$ cat src/rtl/sound_arbiter_pkg.sv
`default_nettype none
// ============================================================================
// Module  : sound_pkg
// Brief   : Shared constants, FSM encoding and helpers for the sound arbiter.
// Revision: 1.0
// ============================================================================
package sound_pkg;

   localparam logic [7:0] KEY_BREAK  = 8'hf0;
   localparam int         SEL_W      = 3;
   localparam logic [3:0] OWNER_IDLE = 4'h0;
   localparam logic [3:0] OWNER_LIVE = 4'h8;

   typedef enum logic [1:0] {
      IDLE  = 2'd0,
      GUARD = 2'd1,
      PLAY  = 2'd2,
      LIVE  = 2'd3
   } state_e;

   function automatic logic [3:0] owner_of(input logic [SEL_W-1:0] sel);
      return {1'b0, sel};
   endfunction

   function automatic logic [15:0] sat_inc(input logic [15:0] v);
      return (v == 16'hffff) ? v : v + 16'd1;
   endfunction

endpackage
`default_nettype wire

$ cat src/rtl/sound_arbiter_if.sv
`default_nettype none
// ============================================================================
// Module  : sound_arbiter_if
// Brief   : Player/keyboard/synth signal bundle of the sound arbiter.
// Revision: 1.0
// ============================================================================
interface sound_arbiter_if #(
   parameter int N_SRC = 4
) ();
   logic [7:0]         live_code;
   logic [N_SRC-1:0]   src_req;
   logic [8*N_SRC-1:0] src_code;
   logic [N_SRC-1:0]   src_done;
   logic [N_SRC-1:0]   src_grant;
   logic [7:0]         key_code;
   logic [3:0]         owner;
   logic               busy;

   modport master (
      output live_code, src_req, src_code, src_done,
      input  src_grant, key_code, owner, busy
   );

   modport slave (
      input  live_code, src_req, src_code, src_done,
      output src_grant, key_code, owner, busy
   );
endinterface
`default_nettype wire

$ cat src/rtl/sound_arbiter_rr_pick.sv
`default_nettype none
// ============================================================================
// Module  : rr_pick
// Brief   : Combinational round-robin picker: first requester at or after ptr.
// Revision: 1.0
// ============================================================================
module rr_pick
   import sound_pkg::*;
#(
   parameter int N = 4
) (
   input  wire logic [N-1:0]     req,
   input  wire logic [SEL_W-1:0] ptr,
   output logic      [SEL_W-1:0] sel,
   output logic                  valid
);

   logic [N-1:0] w_rot;

   // Rotating a doubled copy puts the requester at ptr into bit 0.
   assign w_rot = N'({req, req} >> ptr);

   always_comb begin
      int s;
      s     = 0;
      sel   = '0;
      valid = 1'b0;
      for (int k = 0; k < N; k++) begin
         if (!valid && w_rot[k]) begin
            valid = 1'b1;
            s     = int'(ptr) + k;
            if (s >= N) s = s - N;
            sel   = SEL_W'(s);
         end
      end
   end

endmodule
`default_nettype wire

$ cat src/rtl/sound_arbiter.sv
`default_nettype none
// ============================================================================
// Module  : sound_arbiter
// Brief   : Round-robin owner of the synth key code between song players and
//           the live keyboard, with guard gaps and note-boundary preemption.
// Revision: 1.0
// ============================================================================
module sound_arbiter
   import sound_pkg::*;
#(
   parameter int          N_SRC       = 4,
   parameter logic [15:0] GUARD_CYC   = 16'h10,
   parameter logic [15:0] PREEMPT_CYC = 16'h400
) (
   input  wire logic       clock,
   input  wire logic       k_tr,
   sound_arbiter_if.slave  bus
);

   localparam logic [15:0] c_guard_last   = GUARD_CYC - 16'd1;
   localparam logic [15:0] c_preempt_last = PREEMPT_CYC - 16'd1;

   state_e           r_state;
   logic [SEL_W-1:0] r_sel;
   logic [SEL_W-1:0] r_ptr;
   logic [15:0]      r_cnt;
   logic [15:0]      r_wait;
   logic [7:0]       r_key;
   logic [N_SRC-1:0] r_grant;
   logic [3:0]       r_owner;
   logic             r_busy;

   logic [SEL_W-1:0] w_pick_sel;
   logic             w_pick_valid;
   logic             w_live;
   logic [7:0]       w_src_code;
   logic             w_req_sel;
   logic             w_done_sel;
   logic [N_SRC-1:0] w_onehot;
   logic [SEL_W-1:0] w_ptr_next;

   rr_pick #(.N(N_SRC)) u_pick (
      .req   (bus.src_req),
      .ptr   (r_ptr),
      .sel   (w_pick_sel),
      .valid (w_pick_valid)
   );

   assign w_live     = (bus.live_code != KEY_BREAK);
   assign w_onehot   = N_SRC'(1) << r_sel;
   assign w_ptr_next = (r_sel == SEL_W'(N_SRC - 1)) ? '0 : r_sel + SEL_W'(1);

   // Constant-index mux so unselected player inputs never leak through.
   always_comb begin
      w_src_code = KEY_BREAK;
      w_req_sel  = 1'b0;
      w_done_sel = 1'b0;
      for (int i = 0; i < N_SRC; i++) begin
         if (r_sel == SEL_W'(i)) begin
            w_src_code = bus.src_code[8*i +: 8];
            w_req_sel  = bus.src_req[i];
            w_done_sel = bus.src_done[i];
         end
      end
   end

   always_ff @(posedge clock or negedge k_tr) begin
      if (!k_tr) begin
         r_state <= IDLE;
         r_sel   <= '0;
         r_ptr   <= '0;
         r_cnt   <= '0;
         r_wait  <= '0;
         r_key   <= KEY_BREAK;
         r_grant <= '0;
         r_owner <= OWNER_IDLE;
         r_busy  <= 1'b0;
      end else begin
         case (r_state)
            IDLE: begin
               r_key   <= KEY_BREAK;
               r_grant <= '0;
               if (w_live) begin
                  r_state <= LIVE;
                  r_cnt   <= '0;
                  r_key   <= bus.live_code;
                  r_owner <= OWNER_LIVE;
                  r_busy  <= 1'b1;
               end else if (w_pick_valid) begin
                  r_state <= GUARD;
                  r_sel   <= w_pick_sel;
                  r_cnt   <= '0;
                  r_owner <= owner_of(w_pick_sel);
                  r_busy  <= 1'b1;
               end
            end
            GUARD: begin
               r_key <= KEY_BREAK;
               if (w_live) begin
                  r_state <= LIVE;
                  r_cnt   <= '0;
                  r_key   <= bus.live_code;
                  r_owner <= OWNER_LIVE;
               end else if (!w_req_sel) begin
                  r_state <= IDLE;
                  r_owner <= OWNER_IDLE;
                  r_busy  <= 1'b0;
               end else if (r_cnt == c_guard_last) begin
                  // Key stays silent this edge: the player is only now leaving reset.
                  r_state <= PLAY;
                  r_grant <= w_onehot;
                  r_wait  <= '0;
               end else begin
                  r_cnt <= sat_inc(r_cnt);
               end
            end
            PLAY: begin
               if (w_done_sel || !w_req_sel) begin
                  r_state <= IDLE;
                  r_grant <= '0;
                  r_ptr   <= w_ptr_next;
                  r_key   <= KEY_BREAK;
                  r_owner <= OWNER_IDLE;
                  r_busy  <= 1'b0;
               end else if (w_live && (w_src_code == KEY_BREAK || r_wait == c_preempt_last)) begin
                  r_state <= LIVE;
                  r_grant <= '0;
                  r_ptr   <= w_ptr_next;
                  r_cnt   <= '0;
                  r_key   <= bus.live_code;
                  r_owner <= OWNER_LIVE;
               end else begin
                  r_key  <= w_src_code;
                  r_wait <= w_live ? sat_inc(r_wait) : '0;
               end
            end
            LIVE: begin
               r_key   <= bus.live_code;
               r_grant <= '0;
               if (w_live) begin
                  r_cnt <= '0;
               end else if (r_cnt == c_guard_last) begin
                  r_state <= IDLE;
                  r_owner <= OWNER_IDLE;
                  r_busy  <= 1'b0;
               end else begin
                  r_cnt <= sat_inc(r_cnt);
               end
            end
            default: begin
               r_state <= IDLE;
               r_key   <= KEY_BREAK;
               r_grant <= '0;
               r_owner <= OWNER_IDLE;
               r_busy  <= 1'b0;
            end
         endcase
      end
   end

   assign bus.src_grant = r_grant;
   assign bus.key_code  = r_key;
   assign bus.owner     = r_owner;
   assign bus.busy      = r_busy;

endmodule
`default_nettype wire

$ cat src/flat_wrapper.sv
// flat-port wrapper written by rule: the top's interface ports become plain ports
module sound_arbiter_flat import sound_pkg::*;
#(
   parameter int          N_SRC       = 4,
   parameter logic [15:0] GUARD_CYC   = 16'h10,
   parameter logic [15:0] PREEMPT_CYC = 16'h400
)
  (clock, k_tr, bus_live_code, bus_src_req, bus_src_code, bus_src_done, bus_src_grant, bus_key_code, bus_owner, bus_busy);
  sound_arbiter_if #(.N_SRC(N_SRC)) bus_i ();
  input  wire logic clock;
  input  wire logic k_tr;
  input wire logic [$bits(bus_i.live_code)-1:0] bus_live_code;
  input wire logic [$bits(bus_i.src_req)-1:0] bus_src_req;
  input wire logic [$bits(bus_i.src_code)-1:0] bus_src_code;
  input wire logic [$bits(bus_i.src_done)-1:0] bus_src_done;
  output wire logic [$bits(bus_i.src_grant)-1:0] bus_src_grant;
  output wire logic [$bits(bus_i.key_code)-1:0] bus_key_code;
  output wire logic [$bits(bus_i.owner)-1:0] bus_owner;
  output wire logic [$bits(bus_i.busy)-1:0] bus_busy;
  assign bus_i.live_code = bus_live_code;
  assign bus_i.src_req = bus_src_req;
  assign bus_i.src_code = bus_src_code;
  assign bus_i.src_done = bus_src_done;
  assign bus_src_grant = bus_i.src_grant;
  assign bus_key_code = bus_i.key_code;
  assign bus_owner = bus_i.owner;
  assign bus_busy = bus_i.busy;
  sound_arbiter #(.N_SRC(N_SRC), .GUARD_CYC(GUARD_CYC), .PREEMPT_CYC(PREEMPT_CYC)) u_core (.clock(clock), .k_tr(k_tr), .bus(bus_i));
endmodule
$ cat config.mk
export PLATFORM = sky130hd
export DESIGN_NAME = sound_arbiter_flat
export DESIGN_NICKNAME = d
export VERILOG_FILES = /design/src/rtl/sound_arbiter_pkg.sv /design/src/rtl/sound_arbiter_if.sv /design/src/rtl/sound_arbiter_rr_pick.sv /design/src/rtl/sound_arbiter.sv /design/src/flat_wrapper.sv
export SDC_FILE = /design/constraint.sdc
export NUM_CORES = 1
export LEC_CHECK = 0
export CORE_UTILIZATION = 55
export CTS_CLUSTER_DIAMETER = 200
export CTS_CLUSTER_SIZE = 12
export DETAILED_ROUTE_END_ITERATION = 7
export HOLD_SLACK_MARGIN = 0.15
export PLACE_DENSITY = 0.82
export SLEW_MARGIN = 15
export SYNTH_ARGS = -nofsm -noshare
export SYNTH_HDL_FRONTEND = slang
export SYNTH_SLANG_ARGS = --single-unit
export TNS_END_PERCENT = 100
$ cat constraint.sdc
create_clock -name clock -period 7.7 [get_ports clock]
set_clock_uncertainty 0.15 [all_clocks]
set_input_delay 1.54 -clock clock [delete_from_list [all_inputs] [get_ports clock]]
set_output_delay 1.54 -clock clock [all_outputs]
set_load 0.005 [all_outputs]
==> key figures, run 1 <==
Outcome
  • Run status: completed

Setup path
  • Slowest-stage cell, CP: a2111oi_4
  • CP Cell Sequence: clkdlybuf4s50_1 > nor2_1 > a221o_4 > a2111oi_4 > nor2_2 > o311ai_0 > o31ai_2
  • Setup crit end kind: flop
  • Worst path max stage delay: 0.72 ns
  • CP required: 7.76 ns
  • Critical Path AT: 4.31 ns
  • Crit path kind: input port to flop
  • Crit start category: input port
  • Worst-path fanout max: 14

Clocking
  • Post-CTS Setup Bufs: 0
  • CTS tree: yes
  • CTS buffer count: 9
  • Maximum clock insertion buffer count: 2
  • H-Tree Depth: 3
  • Root Buffer: clkbuf_8
  • Clock transition at the registers of the reported paths: 0.07 ns
  • CTS sink count: 57
  • Insertion delay to the later sink of the worst-skew pair: 0.35 ns
  • Cts hold-fix bufs: 0
  • Resize count post-CTS: 0

Synthesis
  • Register area share after synthesis: 34.9%
  • Net Count, Synth: 520
  • Mapped Cells: 463
  • Asr flop ratio synth: 100%
  • Synth cell types: 78
  • Yosys warns: 0
  • Ys flop type: dfrtp_1
  • Flops & latches, synth: 57
  • Leading area contributor after synthesis: dfrtp_1
  • Largest cells by area after synthesis: dfrtp_1 (32%), nand2_1 (4.8%), xnor2_1 (2.8%)
  • Post-synth EDFFs: 0
  • Yosys top cell area share: 32.3%
  • Avg Synthesized Cell Area: 8.86 sq um
  • Area of the mapped netlist: 4100 sq um

Cells and area
  • Share of layout cells above drive strength 1: 10.5%
  • Antenna cells: 0
  • Area occupied by multi-input gates: 2430 sq um
  • Register area: 1430 sq um
  • Commonest non-fill, non-tap cells in the layout: clkdlybuf4s50_1 (65), nand2_1 (53), dfrtp_1 (53)
  • Commonest non-fill, non-tap cell in the layout: clkdlybuf4s50_1
  • Nets@finish: 577
  • Filler cells: 601
  • Syn-to-layout area delta: 20.7%
  • Non-filler cells in the finished layout: 624

Power and ir drop
  • Worst VDD drop: 0.164 mV
  • Cell area power density: 213 nW/um^2
  • Leakage dissipation: 1.90 nW
  • Final Power: 1.06 mW

Timing
  • Pins Over Slew Limit: 0
  • Post-layout minimum cycle time: 4.25 ns
  • Slew @ Worst Pin: 0.803 ns
  • Final setup viols: 0
  • Slew HR: 46.5%
  • RSZ-0062 raised after global routing: no
  • Final worst-path cycle share: 55.1%
  • Final setup TNS: 0 ns
  • FMAX: 236 MHz
  • Fin. Hold Viols: 0

Global route
  • Gr usage total: 29.6%
  • Busiest grt layer: met2
  • Grt total ovfl: 0
  • Met3 usage: 7.00%
  • First-pass GRT wire length: 17.9 mm
  • Largest net degree at the start of global routing: 58
  • Initial antenna violation count: 0
  • Met1 Track Usage GR: 39.7%
  • Met2 Use GR: 47.5%
  • Vias in the first global route: 3,735

Detailed routing
  • Drt wl/cell: 16.9 microns
  • Routed WL: 10.5 mm
  • Vias: 3,902
  • Initial DRC Count: 276
  • Vias per inst: 6.25
  • DR pass1 iterations: 5
  • Number of remaining DRC errors: 0
  • Final ANT Viol Nets: 0

Place
  • PortBufs: 66
  • Post-DP HPWL: 7.68 mm
  • Post-Place Cells: 608
  • RePlAce Congestion: 0.925

Run
  • Max_cap viols: 0

Min path
  • Worst hold-check path type: flop to flop

Floorplan
  • I/O pin count: 67
  • # rows: 31
  • Die width: 88.4 microns
  • CORE AREA: 7210 sq um
  • Initial Utilization: 56.9%
  • Die Y: 88.4 microns
  • Full die area: 7810 sq um
[cells in the mapped netlist, drive strengths merged, types with 3 or more instances]
| cell type | number |
|---|---|
| ha | 7 |
| inv | 29 |
| o21ai | 26 |
| nor2 | 29 |
| clkbuf | 10 |
| nor4 | 13 |
| a211o | 3 |
| or4 | 4 |
| nor2b | 10 |
| dfrtp | 53 |
| a22oi | 11 |
| a21o | 3 |
| xnor2 | 13 |
| a21oi | 20 |
| nor3b | 3 |
| dfstp | 4 |
| o211ai | 8 |
| nor4b | 3 |
| nand3 | 16 |
| o22ai | 8 |
| a22o | 3 |
| mux2i | 5 |
| nand2 | 53 |
| buf | 12 |
| a32o | 3 |
| and3 | 9 |
| nand4 | 6 |
| nand4b | 3 |
| a31oi | 5 |
| o32ai | 11 |
| or2 | 5 |
| o311ai | 8 |
| or3 | 3 |
| o31ai | 6 |
| nand2b | 8 |
| mux2 | 4 |
| nor3 | 10 |
| a221oi | 3 |
[metal layers]
| metal | vias up | wire length, microns |
|---|---|---|
| met1 | 1876 | 4720 |
| met5 | - | 0 |
| li1 | 1870 | - |
| met4 | 0 | 140 |
| met3 | 13 | 627 |
| met2 | 143 | 5060 |
[through the flow]
stage                     utilization, %  area [sq um]  setup WS, ns  hold WS (ns)
after floorplan                        -          4100          4.20         0.331
after global placement              66.1          4770          3.23         0.350
after detailed placement            66.1          4770          3.13         0.363
after CTS                           68.7          4950          3.49         0.375
after global routing                68.7          4950          3.28         0.400
final                               68.7          4950          3.45         0.370
[flip-flops by register name, summed over array words and instances (netlist names)]
name / count
u_core.bus.busy: 1
u_core.bus.owner: 4
u_core.r_state: 2
u_core.r_wait: 16
u_core.bus.src_grant: 4
u_core.bus.key_code: 8
u_core.r_ptr: 3
u_core.r_sel: 3
u_core.r_cnt: 16
[where the power goes]
group	total [mW]	switching [mW]	internal [mW]
clock network	0.266	0.123	0.143
registers	0.404	0.0618	0.342
logic	0.389	0.212	0.177
[final timing paths]
path                                            startpoint                               end  slack, ns  depth (start not counted)
setup / recovery                            bus_src_req[2]      u_core.r_wait[9]$_DFFE_PN0P_       3.45                          7
hold / removal             u_core.bus.owner[2]$_DFFE_PN0P_   u_core.bus.owner[2]$_DFFE_PN0P_       0.37                          2
hold reg to reg            u_core.bus.owner[2]$_DFFE_PN0P_   u_core.bus.owner[2]$_DFFE_PN0P_       0.37                          2
setup reg to reg               u_core.r_sel[0]$_DFFE_PN0P_      u_core.r_wait[1]$_DFFE_PN0P_       4.03                          8
max in group asynchronous                             k_tr       u_core.r_sel[2]$_DFFE_PN0P_       5.73                          2
min in group asynchronous                             k_tr  u_core.bus.key_code[3]$_DFF_PN0_       1.17                          2
[worst max-delay path: cells and delay by family]
family          cells  cell delay [ns]
simple gates        2             0.39
compound gates      4             1.78
buf+inv             1             0.59
[kinds of logic after synthesis]
kind of cell             count (synthesis)  share of synthesized area (%)
buffers and inverters                   51                           5.79
flip-flops                              57                           34.9
AND/OR/NAND/NOR                        185                           24.9
AO/OA/AOI/OAI                          140                           26.6
XOR/XNOR                                13                           2.77
adder cells (fa/ha/maj)                  7                           2.13
multiplexers                            10                           2.87
[area by class of cell]
cell class | count | area share (%)
Tap cell | 99 | 2.50
Sequential cell | 57 | 28.9
Clock inverter | 2 | 0.253
Timing Repair Buffer | 68 | 13.5
Inverter | 29 | 2.20
Clock buffer | 14 | 3.48
Multi-Input combinational cell | 355 | 49.1
(Power assumes the default switching activity.)
==> inputs of run 2 (changes only) <==
CORE_UTILIZATION = 54   (was 55)
PLACE_DENSITY = 0.81   (was 0.82)
clock period = 4.08 ns   (was 7.7 ns; I/O delays follow)
==> run 2 against run 1 <==
Net effect:
- sequential power grew 90%
- power grew 100%
- first-iteration DRC count shrank 14%
- worst setup slack lost 2.9 ns
- largest cell class unchanged
- largest power group unchanged
==> key figures, run 2 (same netlist as run 1, synthesis figures left out) <==
Timing
  • Final setup TNS: 0 ns
  • Fin worst setup slack: 0.565 ns
  • Slew HR: 47.0%
  • FMAX: 284 MHz
  • RSZ-0062 raised after global routing: no
  • Fin. Hold Viols: 0
  • Post-layout minimum cycle time: 3.52 ns
  • Final hold slack: 0.337 ns
  • Pins Over Slew Limit: 0
  • Final setup viols: 0
  • Slew @ Worst Pin: 0.795 ns
  • Final worst-path cycle share: 86.2%

Cells and area
  • Non-filler cells in the finished layout: 628
  • Share of layout cells above drive strength 1: 11.3%
  • Nets@finish: 581
  • Final Util: 69.2%
  • Commonest non-fill, non-tap cells in the layout: clkdlybuf4s50_1 (65), nand2_1 (53), dfrtp_1 (53)
  • Antenna cells: 0
  • Commonest non-fill, non-tap cell in the layout: clkdlybuf4s50_1
  • Syn-to-layout area delta: 22.9%
  • Final Cell Area: 5040 sq um

Global route
  • Largest net degree at the start of global routing: 31
  • Vias in the first global route: 3,885
  • Grt total ovfl: 0
  • Initial antenna violation count: 0
  • Gr usage total: 29.3%
  • First-pass GRT wire length: 17.8 mm

Detailed routing
  • Vias: 3,923
  • Initial DRC Count: 237
  • DR pass1 iterations: 5
  • Vias per inst: 6.25
  • Number of remaining DRC errors: 0
  • Drt wl/cell: 17.1 microns
  • Final ANT Viol Nets: 0
  • Routed WL: 10.7 mm

Setup path
  • Crit path kind: flop to flop
  • CP required: 4.13 ns
  • FF-to-FF setup slack: 0.56 ns
  • Crit start category: flop
  • Setup crit end kind: flop
  • Setup crit end: u_core.bus.src_grant[1]$_DFFE_PN0P_
  • Worst-path fanout max: 21
  • R2r startpoint: u_core.r_sel[1]$_DFFE_PN0P_
  • R2R cell count: 9
  • Critical Path AT: 3.56 ns
  • Worst R2R End: u_core.bus.src_grant[1]$_DFFE_PN0P_
  • CP startpoint: u_core.r_sel[1]$_DFFE_PN0P_

Clocking
  • Cts hold-fix bufs: 0
  • H-Tree Depth: 3
  • Root Buffer: clkbuf_8
  • Clock transition at the registers of the reported paths: 0.07 ns
  • Insertion delay to the later sink of the worst-skew pair: 0.34 ns
  • CTS sink count: 57
  • Maximum clock insertion buffer count: 2
  • Post-CTS Setup Bufs: 0
  • CTS tree: yes
  • CTS buffer count: 9
  • Resize count post-CTS: 0

Floorplan
  • Initial Utilization: 56.3%
  • Die Y: 89.2 microns
  • Full die area: 7950 sq um
  • CORE AREA: 7290 sq um
  • I/O pin count: 67
  • Die width: 89.2 microns
  • # rows: 31

Run
  • Max_cap viols: 0

Place
  • Post-Place Cells: 612
  • Dpl cell area: 4800 sq um
  • Place WS: 0.463 ns
  • PortBufs: 66
  • RePlAce Congestion: 0.858
  • Post-DP HPWL: 7.93 mm

Power and ir drop
  • Final Power: 2.16 mW
  • Leakage dissipation: 1.95 nW
  • Worst VDD drop: 0.332 mV
  • Cell area power density: 429 nW/um^2

Outcome
  • Run status: completed

Min path
  • Worst hold-check path type: input port to async pin
-- run 2: cell types whose count changed in the layout (fill, tap and decap cells not counted), sizes merged --
| cell | previous run | this run |
|---|---|---|
| clkbuf | 14 | 11 |
| bufinv | 0 | 3 |
| buf | 3 | 7 |
-- run 2: where the power goes --
part | internal [mW] | total, mW | switching [mW]
combinational | 0.337 | 0.740 | 0.403
clock | 0.421 | 0.655 | 0.233
sequential | 0.645 | 0.769 | 0.124
-- run 2: layout make-up --
class | instances | area, sq um
inverters | 29 | 109
well taps | 99 | 124
fillers | 616 | 2250
multi-input cells | 355 | 2430
clock buffers | 11 | 141
flip-flops and latches | 57 | 1430
clock inverters | 5 | 103
repair buffers | 72 | 701
-- run 2: how the worst min path moves through the flow --
| stage | end | slack (ns) | cells past startpoint |
|---|---|---|---|
| floorplan | u_core.r_wait[9]$_DFFE_PN0P_ | 0.33 | 1 |
| global placement | u_core.bus.owner[2]$_DFFE_PN0P_ | 0.35 | 2 |
| detailed placement | u_core.bus.owner[2]$_DFFE_PN0P_ | 0.35 | 2 |
| CTS | u_core.r_wait[7]$_DFFE_PN0P_ | 0.34 | 1 |
| global route | u_core.bus.key_code[3]$_DFF_PN0_ | 0.38 | 1 |
| finish | u_core.bus.key_code[3]$_DFF_PN0_ | 0.34 | 1 |
-- run 2: routing by layer --
metal | vias up | wire length [microns] | global-route usage, %
met4 | 0 | 116 | 10.4
li1 | 1868 | - | -
met3 | 17 | 648 | 6.37
met1 | 1909 | 4720 | 37.3
met2 | 129 | 5260 | 49.3
met5 | - | 0 | 0
-- run 2: critical path: stages, from the launching register on --
cell	delay, ns
dfrtp_1	0.40
inv_1	0.10
ha_1	0.61
nor3b_1	0.11
o311ai_1	0.33
nand2_1	0.18
nor4b_2	0.56
a21boi_2	0.25
nor2_1	0.47
o21ai_0	0.20
==> inputs of run 3 (changes only) <==
CTS_CLUSTER_DIAMETER = 100   (was 200)
SLEW_MARGIN = default   (was 15)
==> results of run 3 <==
No change in the layout: final DEF, timing and power equal those of run 2.
